<file path="src/rtl/custom7_code_sequencer.sv">
// custom7_code_sequencer: debounced up/down buttons drive a wrapping 3-bit code on c2..c0 with step/wrap pulses.
// Optional auto-advance prescaler and auto port when CUSTOM7_AUTO_RUN_EN is defined.
module custom7_code_sequencer #(
   parameter int DEBOUNCE_CYCLES = 16,
   parameter int MAX_CODE        = 7,
   parameter int TICK_DIV        = 50
) (
   input  logic clk,
   input  logic rst,
   input  logic btn_up,
   input  logic btn_dn,
   input  logic hold,
`ifdef CUSTOM7_AUTO_RUN_EN
   input  logic auto,
`endif
   output logic c0,
   output logic c1,
   output logic c2,
   output logic step,
   output logic wrap
);
   localparam int CW = $clog2(DEBOUNCE_CYCLES);
   localparam logic [2:0] MAXC = 3'(MAX_CODE);
   typedef enum logic [1:0] {IDLE, PRESS_WAIT, PRESSED, RELEASE_WAIT} db_state_t;
   logic [1:0] w_btn;
   logic [1:0] w_press;
   logic       w_tick;
   logic       w_go_up;
   logic       w_go_dn;
   logic [2:0] r_code;
   logic       r_step;
   logic       r_wrap;
   if (DEBOUNCE_CYCLES < 2 || MAX_CODE < 1 || MAX_CODE > 7 || TICK_DIV < 2) begin : g_bad_params
      $error("custom7_code_sequencer: illegal parameter value");
   end
   assign w_btn = {btn_dn, btn_up};
   // index 0 is the up button, index 1 the down button
   for (genvar g = 0; g < 2; g++) begin : g_db
      logic          r_s1;
      logic          r_s2;
      logic          r_press;
      db_state_t     r_st;
      logic [CW-1:0] r_cnt;
      always_ff @(posedge clk) begin
         if (rst) begin
            r_s1    <= 1'b0;
            r_s2    <= 1'b0;
            r_press <= 1'b0;
            r_st    <= IDLE;
            r_cnt   <= '0;
         end else begin
            r_s1    <= w_btn[g];
            r_s2    <= r_s1;
            r_press <= 1'b0;
            case (r_st)
               IDLE: if (r_s2) begin
                  r_st  <= PRESS_WAIT;
                  r_cnt <= CW'(1);
               end
               PRESS_WAIT: if (!r_s2) r_st <= IDLE;
                  else if (r_cnt == CW'(DEBOUNCE_CYCLES - 1)) begin
                     r_st    <= PRESSED;
                     r_press <= 1'b1;
                  end else r_cnt <= r_cnt + CW'(1);
               PRESSED: if (!r_s2) begin
                  r_st  <= RELEASE_WAIT;
                  r_cnt <= CW'(1);
               end
               RELEASE_WAIT: if (r_s2) r_st <= PRESSED;
                  else if (r_cnt == CW'(DEBOUNCE_CYCLES - 1)) r_st <= IDLE;
                  else r_cnt <= r_cnt + CW'(1);
            endcase
         end
      end
      assign w_press[g] = r_press;
   end
`ifdef CUSTOM7_AUTO_RUN_EN
   localparam int PW = $clog2(TICK_DIV);
   logic [PW-1:0] r_pre;
   assign w_tick = auto && !hold && r_pre == PW'(TICK_DIV - 1);
   always_ff @(posedge clk)
      r_pre <= (rst || !auto || hold || w_tick) ? '0 : r_pre + PW'(1);
`else
   assign w_tick = 1'b0;
`endif
   // simultaneous button pulses cancel, and any button pulse pre-empts an auto tick
   assign w_go_up = !hold && !w_press[1] && (w_press[0] || w_tick);
   assign w_go_dn = !hold && w_press[1] && !w_press[0];
   always_ff @(posedge clk) begin
      if (rst) begin
         r_code <= 3'd0;
         r_step <= 1'b0;
         r_wrap <= 1'b0;
      end else begin
         r_step <= w_go_up || w_go_dn;
         r_wrap <= (w_go_up && r_code == MAXC) || (w_go_dn && r_code == 3'd0);
         if (w_go_up) r_code <= (r_code == MAXC) ? 3'd0 : r_code + 3'd1;
         else if (w_go_dn) r_code <= (r_code == 3'd0) ? MAXC : r_code - 3'd1;
      end
   end
   assign {c2, c1, c0} = r_code;
   assign step = r_step;
   assign wrap = r_wrap;
endmodule

</file>
<file path="config.mk">
export PLATFORM = sky130hd
export DESIGN_NAME = custom7_code_sequencer
export DESIGN_NICKNAME = d
export VERILOG_FILES = /design/src/rtl/custom7_code_sequencer.sv
export SDC_FILE = /design/constraint.sdc
export NUM_CORES = 1
export LEC_CHECK = 0
export ABC_CLOCK_PERIOD_IN_PS = 3800
export BUFFER_PORTS_ARGS = -buffer_cell sky130_fd_sc_hd__buf_2
export CORE_UTILIZATION = 60
export CTS_CLUSTER_DIAMETER = 150
export DETAILED_ROUTE_END_ITERATION = 8
export PLACE_DENSITY = 0.79
export SETUP_SLACK_MARGIN = 0.05
export SKIP_LAST_GASP = 1
export SLEW_MARGIN = 20
export SYNTH_ARGS = -nofsm -noshare
export SYNTH_HDL_FRONTEND = slang
export SYNTH_SLANG_ARGS = --single-unit
</file>
<file path="constraint.sdc">
create_clock -name clk -period 3.8 [get_ports clk]
set_input_delay 0.19 -clock clk [delete_from_list [all_inputs] [get_ports clk]]
set_output_delay 0.19 -clock clk [all_outputs]
set_load 0.005 [all_outputs]
</file>
==> results.md <==
* Run status: finished with violations
* Failing checks: design-rule violations
* PD cells at 333 mW/mm2
* Clock buffer depth at 2
* Clk_lat worst skew at 0.30 ns
* Overall Power at 0.373 mW
* Post-synthesis net count at 126
* Switching power at 0.0832 mW
* Sink Count at 23
* Part of the cycle the worst path needs at 40.4%
* CP Data Required Time at 4.04 ns
* Post-CTS Setup Bufs at 0
* Largest net degree at the start of global routing at 22
* Initial antenna violation count at 0
* GRT overflow at 0
* Total clock buffers created by CTS at 3
* Synth top cells by count: dfxtp_1 (23), a21oi_1 (11), nand2_1 (9), nor3_1 (9), ha_1 (6)
* Vias in the first global route at 758
* Peak VDD IR at ~250 uV
* Yosys reg bits at 23
* First-pass GRT wire length at 2.99 mm
* Post_cts resized at 0
* Top_reg_cell synth: dfxtp_1
* Row Count at 14
* Synth cell types at 29
* CTS tree: built
* Internal at 0.290 mW
* Most common cell in the synthesized netlist: dfxtp_1
* Ys Warns at 0
* Yosys top cell area share at 44.1%
* Layout Skew at a little over 0.005 ns
* Final Hold Vio Count at 0
* Die Y at 43.7 um
* Critical path's slowest cell: dfxtp_1
* Cell Area, Synth at around 0.0010 mm2
* Metal3 WL at 41 um
* Max Freq at 0.652 GHz
* Crit-path leading delay family: flip-flops
* Leak at 0.412 nW
* Period minus WS final at 1.53 ns
* Die Wd at 43.7 um
* Critical path endpoint category: flop
* Total Neg Setup Slack at 0 ns
* Synth area leaders: dfxtp_1 (44%), ha_1 (7.2%), a21oi_1 (5.3%)
* Cells after Synth at approximately 120
* Combinational share of power at 4.1%
* GPL Wtd Cong at 0.823
* I/O pin cnt at 10
* Net count, final at 136
* Max Cap Viol at 0
* Via count at 832
* WS Path Type: flop to flop
* CTS Hold Bufs at 0
* GR Util All Layers at 20.8%
* Layout Area Growth over Synthesis at 7.43%
* Die area at 0.00191 mm2
* Asr flop ratio synth at 0%
* WP buf/inv at 1
* Worst hold-check path type: input port to flop
* Clock network power share at 29.5%
* Clock root buffer: clkbuf_4
* Post-DP HPWL at around 1.3 mm
* Worst path max stage delay at 0.43 ns
* Sequential power share at about two thirds
* DRC at 1
* TritonRoute pass-1 iters at 6
* Port buffer count at 9
* CP Depth at 5
* Crit path cell chain: inv_1 -> ha_1 -> or3b_1 -> a21o_1 -> a21oi_1
* DRT antenna net count at 0
* CP arrival at 1.77 ns
* Routed len/inst at 12.1 um
* Routed met2 length at 858 um
* Seq/Total Area, Yosys at 44.1%
* Critical Path Source Type: flop
* Setup-failing EPs final at 0
* Unrepaired setup endpoints after global routing: false
* Synth Area per Inst at 9.07 um2
* R2R depth at 5
* Post-synth EDFFs at 0
* Top sig layer: met4
* Critical Path Fanout Max at 7
* H-Tree Depth at 1
* Vias/cell at 5.94
* CTS clock-pin slew for the worst setup and hold paths at 0.13 ns
* Initial core utilization at 66.9%
* Share of layout cells above drive strength 1 at 10.5%
* Antenna diode count at 0
* Iter 0 DRT Violations at 7
* Yosys top cell by area: dfxtp_1
* Drt total wl at 1.70 mm
* Core area at 0.00156 mm2
* Hold depth at 2
* Switching Share at 22.3%
* Met1 wire length at 785 um
* Fin. max-slew vios at 0
* Rel. slew slack at 61.9%
* Tightest Pin Transition at ~0.57 ns
sequential cells by signal, summed over array words and instances (netlist names), named ones only:
name,cells
g_db.r_cnt,8
g_db.r_press,2
g_db.r_s1,2
g_db.r_s2,2
g_db.r_st,2
r_code,3
step,1
wrap,1
cell families after synthesis:
family | Yosys count | synth area share [%]
AO/OA/AOI/OAI | 27 | 16.9
adder cells (fa/ha/maj) | 6 | 7.19
buffers and inverters | 9 | 3.24
XOR/XNOR | 4 | 3.36
AND/OR/NAND/NOR | 46 | 25.2
flip-flops | 23 | 44.1
layer usage:
metal	global-route usage (%)	up-vias
met4	9.38	0
li1	-	442
met5	0	-
met1	24.2	378
met2	37.6	10
met3	2.50	2
power by group through the flow:
stage | Sequential [mW] | Clock, mW | Combinational [mW]
finish | 0.248 | 0.110 | 0.0153
global route | 0.249 | 0.124 | 0.0173
CTS | 0.248 | 0.114 | 0.0155
detailed placement | 0.253 | 0 | 0.0155
global placement | 0.253 | 0 | 0.0149
floorplan | 0.253 | 0 | 0.0116
placed cells by master, fill, tap and decap left out, drive strengths merged, types with 2 or more instances in the layout:
cell type | synthesis | final
a21o | 2 | 2
a21oi | 11 | 11
a41oi | 2 | 2
and4 | 3 | 3
buf | 0 | 9
clkbuf | 4 | 3
dfxtp | 23 | 23
ha | 6 | 6
inv | 5 | 5
nand2 | 9 | 9
nand2b | 2 | 2
nand3 | 3 | 3
nand4 | 4 | 4
nor2 | 2 | 2
nor2b | 5 | 5
nor3 | 9 | 9
nor4b | 2 | 2
o21ai | 3 | 3
o21bai | 2 | 2
o31ai | 3 | 3
or3 | 4 | 4
xnor2 | 2 | 2
xor2 | 2 | 2
worst paths after layout:
check	from	slack [ns]	endpoint
setup / recovery	r_code[0]$_SDFFE_PP0P_	2.27	r_code[1]$_SDFFE_PP0P_
hold / removal	btn_up	0.09	g_db[0].r_s1$_SDFF_PP0_
setup reg to reg	r_code[0]$_SDFFE_PP0P_	2.27	r_code[1]$_SDFFE_PP0P_
hold reg to reg	g_db[0].r_s1$_SDFF_PP0_	0.46	g_db[0].r_s2$_SDFF_PP0_
stage by stage:
step / cell area (um2) / worst slack (ns) / cells / hold WS (ns) / utilization (%)
6_report: 1120 / 2.27 / 140 / 0.0866 / 71.9
4_1_cts: 1120 / 2.25 / 140 / 0.0802 / 71.9
5_1_grt: 1120 / 2.14 / 140 / 0.0764 / 71.9
3_5_place_dp: 1090 / 2.28 / 136 / 0.408 / 70.1
2_1_floorplan: 1040 / 2.34 / 115 / 0.318 / -
3_3_place_gp: 1090 / 2.33 / 136 / 0.395 / 70.1
area by class of cell:
type,count,area (um2)
Tap cell,16,20.0
Sequential cell,23,460
Fill cell,116,438
Timing Repair Buffer,9,45.0
Inverter,5,18.8
Multi-Input combinational cell,83,549
Clock buffer,3,22.5
Clock inverter,1,5.00
(Power assumes the default switching activity.)
